`config.mk`:
```
export PLATFORM = sky130hd
export DESIGN_NAME = cap_sense_scanner
export DESIGN_NICKNAME = d
export VERILOG_FILES = /design/src/rtl/cap_sense_scanner.sv
export SDC_FILE = /design/constraint.sdc
export NUM_CORES = 1
export LEC_CHECK = 0
export CAP_MARGIN = 20
export CORE_AREA = 2 2 115 117
export CTS_CLUSTER_DIAMETER = 100
export DETAILED_ROUTE_END_ITERATION = 8
export DIE_AREA = 0 0 117 119
export PLACE_DENSITY = 0.53
export SLEW_MARGIN = 30
export SYNTH_ARGS = -nofsm -noshare
export SYNTH_HDL_FRONTEND = slang
export SYNTH_SLANG_ARGS = --single-unit
```
`constraint.sdc`:
```
create_clock -name clock -period 4.03 [get_ports clock]
set_clock_uncertainty 0.05 [all_clocks]
set_input_delay 1.0075 -clock clock [delete_from_list [all_inputs] [get_ports clock]]
set_output_delay 1.0075 -clock clock [all_outputs]
set_load 0.05 [all_outputs]
```
`src/rtl/cap_sense_scanner.sv`:
```
// Time-multiplexed capacitive pad scanner: discharge, charge and time each pad in turn,
// then publish a thresholded touch mask atomically at the end of every full sweep.
module cap_sense_scanner #(
  parameter int unsigned NUM_SENSORS      = 9,
  parameter int unsigned CNT_W            = 16,
  parameter int unsigned DISCHARGE_CYCLES = 256,
  parameter int unsigned TIMEOUT          = 4095
) (
  input  logic                   clock,
  input  logic                   reset,
  input  logic                   enable,
  input  logic [CNT_W-1:0]       threshold,
  input  logic [NUM_SENSORS-1:0] capacitive_sensors_in,
  output logic                   capacitive_sensors_out,
  output logic [NUM_SENSORS-1:0] touched,
  output logic                   touch_valid,
  output logic [CNT_W-1:0]       last_count,
  output logic [3:0]             last_index,
  output logic                   busy
);

  localparam logic [CNT_W-1:0] DisLast    = CNT_W'(DISCHARGE_CYCLES - 1);
  localparam logic [CNT_W-1:0] TimeoutVal = CNT_W'(TIMEOUT);
  localparam logic [3:0]       IdxLast    = 4'(NUM_SENSORS - 1);

  typedef enum logic [1:0] {StIdle, StDischarge, StCharge, StNext} state_e;

  state_e                 state_q, state_d;
  logic [NUM_SENSORS-1:0] sync1_q, sync2_q;
  logic [3:0]             idx_q, idx_d;
  logic [CNT_W-1:0]       cnt_q, cnt_d;
  logic [CNT_W-1:0]       thr_q, thr_d;
  logic [NUM_SENSORS-1:0] shadow_q, shadow_d;
  logic [NUM_SENSORS-1:0] merged;
  logic [CNT_W-1:0]       last_count_q, last_count_d;
  logic [3:0]             last_index_q, last_index_d;
  logic [NUM_SENSORS-1:0] touched_q, touched_d;
  logic                   touch_valid_q, touch_valid_d;

  always_ff @(posedge clock or posedge reset) begin
    if (reset) begin
      state_q       <= StIdle;
      sync1_q       <= '0;
      sync2_q       <= '0;
      idx_q         <= '0;
      cnt_q         <= '0;
      thr_q         <= '0;
      shadow_q      <= '0;
      last_count_q  <= '0;
      last_index_q  <= '0;
      touched_q     <= '0;
      touch_valid_q <= 1'b0;
    end else begin
      state_q       <= state_d;
      sync1_q       <= capacitive_sensors_in;
      sync2_q       <= sync1_q;
      idx_q         <= idx_d;
      cnt_q         <= cnt_d;
      thr_q         <= thr_d;
      shadow_q      <= shadow_d;
      last_count_q  <= last_count_d;
      last_index_q  <= last_index_d;
      touched_q     <= touched_d;
      touch_valid_q <= touch_valid_d;
    end
  end

  // One counter serves both the discharge hold and the charge-time measurement.
  always_comb begin
    state_d       = state_q;
    idx_d         = idx_q;
    cnt_d         = cnt_q;
    thr_d         = thr_q;
    shadow_d      = shadow_q;
    last_count_d  = last_count_q;
    last_index_d  = last_index_q;
    touched_d     = touched_q;
    touch_valid_d = 1'b0;
    merged        = shadow_q;
    merged[idx_q] = (last_count_q >= thr_q);
    unique case (state_q)
      StIdle: begin
        if (enable) begin
          thr_d    = threshold;
          idx_d    = '0;
          shadow_d = '0;
          cnt_d    = '0;
          state_d  = StDischarge;
        end
      end
      StDischarge: begin
        if (cnt_q == DisLast) begin
          cnt_d   = '0;
          state_d = StCharge;
        end else begin
          cnt_d = cnt_q + CNT_W'(1);
        end
      end
      StCharge: begin
        if (sync2_q[idx_q]) begin
          last_count_d = cnt_q;
          state_d      = StNext;
        end else if (cnt_q == TimeoutVal) begin
          last_count_d = TimeoutVal;
          state_d      = StNext;
        end else begin
          cnt_d = cnt_q + CNT_W'(1);
        end
      end
      StNext: begin
        last_index_d = idx_q;
        cnt_d        = '0;
        state_d      = enable ? StDischarge : StIdle;
        if (idx_q == IdxLast) begin
          touched_d     = merged;
          touch_valid_d = 1'b1;
          idx_d         = '0;
          shadow_d      = '0;
          thr_d         = threshold;
        end else begin
          shadow_d = merged;
          idx_d    = idx_q + 4'd1;
        end
      end
      default: state_d = StIdle;
    endcase
  end

  // Drive line decoded straight from state so a reset forces it low immediately.
  assign capacitive_sensors_out = (state_q == StCharge);
  assign busy                   = (state_q != StIdle);
  assign touched                = touched_q;
  assign touch_valid            = touch_valid_q;
  assign last_count             = last_count_q;
  assign last_index             = last_index_q;

endmodule
```
[Word level (Yosys, flattened, before mapping)]
Cells that the tools add are included.
Storage, ports and cells
  word-level logic and storage cells: 68
  latch bits: 0
  output and inout bits: 32
  memories: 0
  register bits: 95
  bits in writable memories: 0
  bits of input ports: 28
  ROM bits: 0
Operators by class
  add/sub/neg operators: 2
  bitwise logic cells: 0
  shift-type cells: 0
  equal/unequal tests: 12
  muxes and demuxes: 29
  multiply operators: 0
  $lt $le $gt $ge: 3
  reduce and logical (&&, ||, !) cells: 11
  div/mod/pow operators: 0
Operators with widths (number)
  16-bit two-way mux: 8
  16-bit one-hot mux with 4 select lines: 1
  16-bit one-hot mux with 2 select lines: 1
  9-bit two-way mux: 2
  9-bit one-hot mux with 2 select lines: 1
  16-bit by 1-bit adder with 16-bit output (second input constant): 1
  16-bit by 12-bit == test with 1-bit output (second input constant): 1
  16-bit by 8-bit == test with 1-bit output (second input constant): 1
  16-bit >= comparator: 1
  2-bit inequality test (second input constant): 5
  9-bit bitwise mux: 1
  3-bit AND reduction: 3
  2-bit two-way mux: 4
  4-bit two-way mux: 2
  2-bit one-hot mux with 4 select lines: 1
  4-bit one-hot mux with 2 select lines: 1
  2-bit AND reduction: 3
  2-bit nonzero test: 3
  4-bit by 5-bit < comparator with 1-bit output (second input constant): 1
  1-bit two-way mux: 5
  4-bit by 1-bit adder with 4-bit output (second input constant): 1
  1-bit binary-select mux with 4-bit select: 1
  1-bit demux with 4-bit select: 1
  2-bit == test (second input constant): 2
  other kinds (6): 6

[Longest topological paths before layout]
Gate-level depths: netlist of run 1.
  word-level depth: 7
  depth in mapped cells: 10

[Worst setup path after synthesis of run 1]
Ideal clock, no wire load.
  kind: register to register
  start: reg idx_q[0]
  end: reg cnt_q[11]
  arrival: 2232 ps
  buffers on the path: 1
  path slack: 1671 ps
  cell stages (with the launch flop): 8
  library setup time: 77 ps
  data required time: 3903 ps
  cells stage by stage: dfrtp_1 buf_6 mux2_4 a221o_1 a211oi_2 nor2_2 or4_1 a21oi_1
Between the ends
  word-level cells in the longest chain between the ends: 4
Ends and longest elaborated chain
  from (decl): RTL line 30  | logic [3:0] idx_q, idx_d;
  from (signal assigned): RTL line 57  | idx_q <= idx_d;
  1-bit binary-select mux with 4-bit select: RTL line 100  | if (sync2_q[idx_q]) begin
  1-bit two-way mux (not written as such): RTL line 100
  2-bit inequality test (no line)
  3-bit AND reduction (no line)
  to (signal assigned): RTL line 58  | cnt_q <= cnt_d;
  to (decl): RTL line 31  | logic [CNT_W-1:0] cnt_q, cnt_d;
Every way passes these cells. The select of a mux whose other input is x is not followed.
A chain may end at the register's enable or synchronous reset.

[Final worst setup path of run 1]
  start: reg state_q[0]
  end: out capacitive_sensors_out
Between the ends
  word-level cells in the longest chain between the ends: 1
Ends and longest elaborated chain
  from (decl): RTL line 28  | state_e state_q, state_d;
  from (signal assigned): RTL line 42  | state_q <= StIdle;
  from (signal assigned): RTL line 54  | state_q <= state_d;
  2-bit == test: RTL line 130  | assign capacitive_sensors_out = (state_q == StCharge);
  to (decl): RTL line 14  | output logic capacitive_sensors_out,
Every way passes these cells.

==> qor.txt, run 1 <==
Worst reg2reg startpoint: idx_q[0]
Post-DR wirelength/cell: 14.8 µm
Hold Violations, Final: 0
Die Y: 119 µm
GRT Overall Usage: 14.8%
Sw Share: 41.3%
Crit path required time: 2.97 ns
CP bufs+invs: 2
Diode count: 0
Critical Path Start Type: register
CP startpoint: state_q[0]
Clock Power Share: 21.2%
Worst path max stage delay: 0.87 ns
Synth Net Count: 470
Gate power share: 45.2%
Area leader, netlist: dfrtp_1
Die width: 117 µm
Total grt overflow: 0
Crit. End Element: primary output
RSZ-0062 raised after global routing: no
Max-slew violation total from the final report: 0
Largest net degree at the start of global routing: 62
Status: finished clean
Initial DRC count: 148
Vias per cell: 4.96
WS Path Type: register to primary output
Worst skew pair latency: 0.34 ns
EDFF count, synth: 0
DP Worst Slack: 1.03 ns
Top cells by count, synth: dfrtp_1, nand2_1, o21ai_0, a21oi_1, ha_1
Slowest cell on crit path: clkdlybuf4s50_1
Post-route setup TNS: 0 ns
Nets: 529
Hold Crit Class: register to register
Final wirelength: 9740 µm
Register area share after synthesis: 54.4%
Root Driver: clkbuf_16
Critical path data arrival time: 2.13 ns
Endpoints failing setup: 0
Most common cell in the synthesized netlist: dfrtp_1
Final period utilization: 79.1%
P per Cell Area: 729 mW/mm²
Post-CTS Resized: 0
Rows: 42
Switching Power: 1.63 mW
Seq cells post-synth: 94
Gp weighted congestion: 0.799
P&R area growth vs syn: 25.1%
Clock Path Buffers: 2
DPL Wire Length: 7040 µm
Min-delay src: sync1_q[6]
CTS tree: done
Fmax: 314 MHz
Slew HR: 51.7%
Peak VDD IR: 0.386 mV
Port bufs: 59
Hold Buf Count CTS: 0
Worst Tran Pin Value: 0.723 ns
Async set-reset flop share out of synthesis: 100%
Syn_area_per_cell: 10.4 µm²
Initial antenna violation count: 0
H-Tree Depth: 3
Vias: 3252
Vias in the first global route: 3178
Num ports: 60
Antenna viol nets, final: 0
Area contributors post-synth: dfrtp_1, ha_1, o21ai_0
Clock period minus worst slack: 3.19 ns
Distinct cells, synth: 47
First-pass GRT wire length: 16000 µm
Share of power burned in registers: 33.6%
Clock buffer count from CTS: 9
Prevailing post-synth register cell: dfrtp_1
Layout cells sized above 1: 7.71%
Syn Inst Count: 416
Core area: 0.0129 mm²
Hold Worst Slack: 0.300 ns
P_int: 2.31 mW
Residual DRC: 0
Mapped cell area: 0.00432 mm²
Final worst slack: 0.842 ns
Setup repair bufs after CTS: 0
Clock slew at reported path FFs: 0.06 ns
Yosys warning count: 0
Clk sinks: 94
Pre-antenna DRT Iters: 5
Die area: 0.0139 mm²
CP Cell Sequence: inv_1, ha_1, clkdlybuf4s50_1
CP max FO: 10
Initial core utilization: 33.6%
Top-area cell type share of the netlist area: 54.4%
Crit path max-delay family: buffers and inverters
Max Cap Viol: 0
Static leakage: 2.40 nW
## kinds of logic (layout without fill, tap and decap cells)
group / count (synthesis) / count (layout) / synth area share, %
DFF: 94 / 94 / 54.4
adders and majority gates: 26 / 26 / 7.53
buffers and inverters: 41 / 105 / 3.97
AOI/OAI and AO/OA: 115 / 115 / 16.2
muxes: 11 / 11 / 2.90
xor gates and xnor gates: 5 / 5 / 1.01
and+or+nand+nor: 124 / 124 / 13.9
## cell usage in the layout, fill, tap and decap left out, types with 8 or more instances in the layout
| cell | Yosys | layout |
|---|---|---|
| a21oi_1 | 30 | 29 |
| clkbuf_16 | 0 | 9 |
| clkdlybuf4s50_1 | 0 | 59 |
| dfrtp_1 | 94 | 94 |
| ha_1 | 26 | 26 |
| inv_1 | 23 | 22 |
| mux2_2 | 8 | 8 |
| nand2_1 | 55 | 55 |
| nand3_1 | 16 | 16 |
| nor2_1 | 10 | 10 |
| o21ai_0 | 45 | 45 |
| o22a_1 | 11 | 11 |
## stage by stage
step / utilization (%) / power [mW] / instances / area [µm²]
after floorplan: - / 2.60 / 416 / 4320
after global placement: 39.7 / 3.09 / 640 / 5110
after detailed placement: 39.7 / 3.14 / 640 / 5120
after CTS: 42.0 / 3.99 / 656 / 5410
after global routing: 42.0 / 4.24 / 656 / 5410
final: 42.0 / 3.94 / 656 / 5410
## cell type report
| type | count | area, µm² |
|---|---|---|
| clock inverter | 6 | 61.3 |
| clock buffer | 10 | 229 |
| fill | 1262 | 7470 |
| timing repair buffer | 65 | 648 |
| inverter | 24 | 95.1 |
| multi-input combinational | 281 | 1800 |
| tap | 176 | 220 |
| sequential | 94 | 2350 |
## path summary, 6_finish.rpt
kind | end | slack (ns) | depth (start not counted)
worst max-delay path | capacitive_sensors_out | 0.84 | 3
worst min register to register | sync2_q[6] | 0.30 | 0
worst min-delay path | sync2_q[6] | 0.30 | 0
max in group asynchronous | last_count[5] | 2.31 | 3
worst max register to register | cnt_q[4] | 1.13 | 8
min in group asynchronous | thr_q[9] | 1.03 | 2
## state kept, by name (all words and copies together) (netlist names)
name	cells
idx_q	4
last_count	16
touched	9
thr_q	16
shadow_q	8
touch_valid	1
last_index	4
sync1_q	9
state_q	2
sync2_q	9
cnt_q	16
## routing by layer
metal  vias up  wire length [µm]  GRT usage, %
li1       1581                 -             -
met4         0               163          5.51
met3         9               390          3.05
met5         -                 0             0
met2        66              4370          21.4
met1      1596              4810          21.7
## worst register-to-register path, cell delays in order (launching register included)
cell and delay [ns]:
dfrtp_1 0.60, mux2_2 0.40, a221o_1 0.41, a21oi_2 0.18, nor2b_1 0.06, buf_4 0.20, o31ai_1 0.52, buf_4 0.30
a21oi_1 0.07
## power by group through the flow
| stage | clock, mW | sequential (mW) | combinational, mW |
|---|---|---|---|
| 2_1_floorplan | 0 | 1.54 | 1.05 |
| 3_3_place_gp | 0 | 1.34 | 1.75 |
| 3_5_place_dp | 0 | 1.35 | 1.79 |
| 4_1_cts | 0.861 | 1.33 | 1.80 |
| 5_1_grt | 0.894 | 1.36 | 1.98 |
| 6_report | 0.836 | 1.33 | 1.78 |
Power figures use the tool's default switching activity.
==> run 2: changes to the inputs <==
--- a/config.mk
+++ b/config.mk
@@ -10,7 +10,7 @@
 export CTS_CLUSTER_DIAMETER = 100
 export DETAILED_ROUTE_END_ITERATION = 8
 export DIE_AREA = 0 0 117 119
-export PLACE_DENSITY = 0.53
+export PLACE_DENSITY = 0.55
 export SLEW_MARGIN = 30
 export SYNTH_ARGS = -nofsm -noshare
 export SYNTH_HDL_FRONTEND = slang
==> constraint.sdc (replaced) <==
create_clock -name clock -period 2.6 [get_ports clock]
set_clock_uncertainty 0.05 [all_clocks]
set_input_delay 0.65 -clock clock [delete_from_list [all_inputs] [get_ports clock]]
set_output_delay 0.65 -clock clock [all_outputs]
set_load 0.05 [all_outputs]
==> run 2 against run 1 <==
Compared with the run above: first-iteration DRC count is 5.4% higher; die area did not move; via count about the same; worst hold slack got worse by 0.0026 ns; sequential cell count did not move; routed wire length grew 0.33%; core utilization up 0.86 points; sequential share of layout area is 0.85 points lower; non-clock buffer count up 10; clock-buffer cell count up 1; total power increased by 60%; critical path type is now register to register; critical endpoint is now cnt_q[3].
==> qor.txt, run 2 (synthesis results as in run 1) <==
Status: finished clean (unchanged)
Hold Worst Slack: 0.297 ns (was 0.300 ns)
Initial antenna violation count: 0 (unchanged)
Port bufs: 59 (unchanged)
Root Driver: clkbuf_16 (unchanged)
Clk sinks: 94 (unchanged)
Hold Violations, Final: 0 (unchanged)
Initial core utilization: 33.6% (unchanged)
P per Cell Area: 1140 mW/mm² (was 729 mW/mm²)
Gp weighted congestion: 0.829 (was 0.799)
Vias per cell: 4.88 (was 4.96)
Max-slew violation total from the final report: 0 (unchanged)
CTS tree: done (unchanged)
Rows: 42 (unchanged)
Area of the multi-input gates: 0.00181 mm² (was 0.00180 mm²)
Final worst slack: 0.109 ns (was 0.842 ns)
Commonest cells after routing, fill and taps aside: dfrtp_1, clkdlybuf4s50_1, nand2_1, o21ai_0, a21oi_1 (unchanged)
Nets: 539 (was 529)
Vias in the first global route: 3228 (was 3178)
CP max FO: 9 (was 10)
Worst Tran Pin Value: 0.521 ns (was 0.723 ns)
WS Path Type: register to register (was register to primary output)
Fillers: 1240 (was 1262)
Diode count: 0 (unchanged)
First-pass GRT wire length: 16000 µm (about the same)
Endpoints failing setup: 0 (unchanged)
Post-CTS Resized: 0 (unchanged)
Fmax: 401 MHz
Crit. End Element: register (was primary output)
Initial DRC count: 156 (was 148)
Die width: 117 µm (unchanged)
Commonest non-fill, non-tap cell in the layout: dfrtp_1 (unchanged)
Largest net degree at the start of global routing: 95 (was 62)
Total power draw: 6.31 mW (was 3.94 mW)
Die Y: 119 µm (unchanged)
Layout cells sized above 1: 10.4% (was 7.71%)
Static leakage: 2.45 nW (was 2.40 nW)
Clock Path Buffers: 2 (unchanged)
Hold Buf Count CTS: 0 (unchanged)
Fin util: 42.8% (was 42.0%)
Crit path required time: 2.81 ns (was 2.97 ns)
Die area: 0.0139 mm² (unchanged)
H-Tree Depth: 3 (unchanged)
Clock slew at reported path FFs: 0.07 ns (was 0.06 ns)
Total grt overflow: 0 (unchanged)
GRT Overall Usage: 14.9% (was 14.8%)
Max Cap Viol: 0 (unchanged)
Antenna viol nets, final: 0 (unchanged)
Post-DR wirelength/cell: 14.7 µm (was 14.8 µm)
DP Worst Slack: 0.0679 ns (was 1.03 ns)
Non-Filler Instances: 666 (was 656)
DPL Wire Length: 7080 µm (was 7040 µm)
Critical Path Start Type: register (unchanged)
Slew HR: 65.1% (was 51.7%)
Worst skew pair latency: 0.34 ns (about the same)
Register area: 0.00235 mm² (about the same)
Hold Crit Class: register to register (unchanged)
Num ports: 60 (unchanged)
Final period utilization: 95.8%
Clock period minus worst slack: 2.49 ns
P&R area growth vs syn: 27.7% (was 25.1%)
Core area: 0.0129 mm² (unchanged)
Final wirelength: 9770 µm (was 9740 µm)
Peak VDD IR: 0.364 mV (was 0.386 mV)
Clock buffer count from CTS: 9 (unchanged)
Setup repair bufs after CTS: 0 (unchanged)
Pre-antenna DRT Iters: 4 (was 5)
Residual DRC: 0 (unchanged)
Vias: 3253 (was 3252)
Critical path data arrival time: 2.70 ns (was 2.13 ns)
Inst Count DP: 650 (was 640)
==> run 2: worst paths after layout <==
check	from	to	slack, ns	cells past startpoint
worst max-delay path	idx_q[0]	cnt_q[3]	0.11	7
worst min-delay path	sync1_q[7]	sync2_q[7]	0.30	0
worst max register to register	idx_q[0]	cnt_q[3]	0.11	7
worst min register to register	sync1_q[7]	sync2_q[7]	0.30	0
max in group asynchronous	reset	idx_q[0]	1.35	3
min in group asynchronous	reset	touched[4]	0.74	3
==> run 2: final cells by class <==
type	count	area share [%]
clock buffer	11	4.58
clock inverter	5	1.04
inverter	24	1.70
multi-input combinational	281	32.8
sequential	94	42.7
tap	176	3.99
timing repair buffer	75	13.2
==> run 2: per-stage QoR <==
| step | TNS, ns | area [µm²] |
|---|---|---|
| global placement | 0 | 5200 |
| detailed placement | 0 | 5200 |
| global route | -0.00378 | 5520 |
| CTS | 0 | 5510 |
| finish | 0 | 5520 |
| floorplan | 0 | 4320 |
==> run 2: critical path: stages (launching register included) <==
cell and delay [ns]:
dfrtp_2 0.47, mux2_4 0.32, a221o_1 0.44, a211oi_4 0.34
nor2_2 0.09, buf_4 0.18, or3_1 0.34, a21oi_1 0.17
==> run 2: power breakdown <==
| part | internal, mW | leakage, nW | total, mW | switching (mW) |
|---|---|---|---|---|
| combinational | 1.17 | 1.10 | 2.90 | 1.73 |
| sequential | 1.80 | 1.21 | 2.06 | 0.264 |
| clock | 0.796 | 0.144 | 1.35 | 0.555 |
| total | 3.76 | 2.45 | 6.31 | 2.55 |
==> run 2: metal layers <==
| layer | track usage, % | wire length (µm) | vias up |
|---|---|---|---|
| met5 | 0 | 0 | - |
| met4 | 5.74 | 206 | 0 |
| li1 | - | - | 1606 |
| met1 | 21.0 | 4780 | 1579 |
| met3 | 3.36 | 312 | 16 |
| met2 | 22.3 | 4470 | 52 |
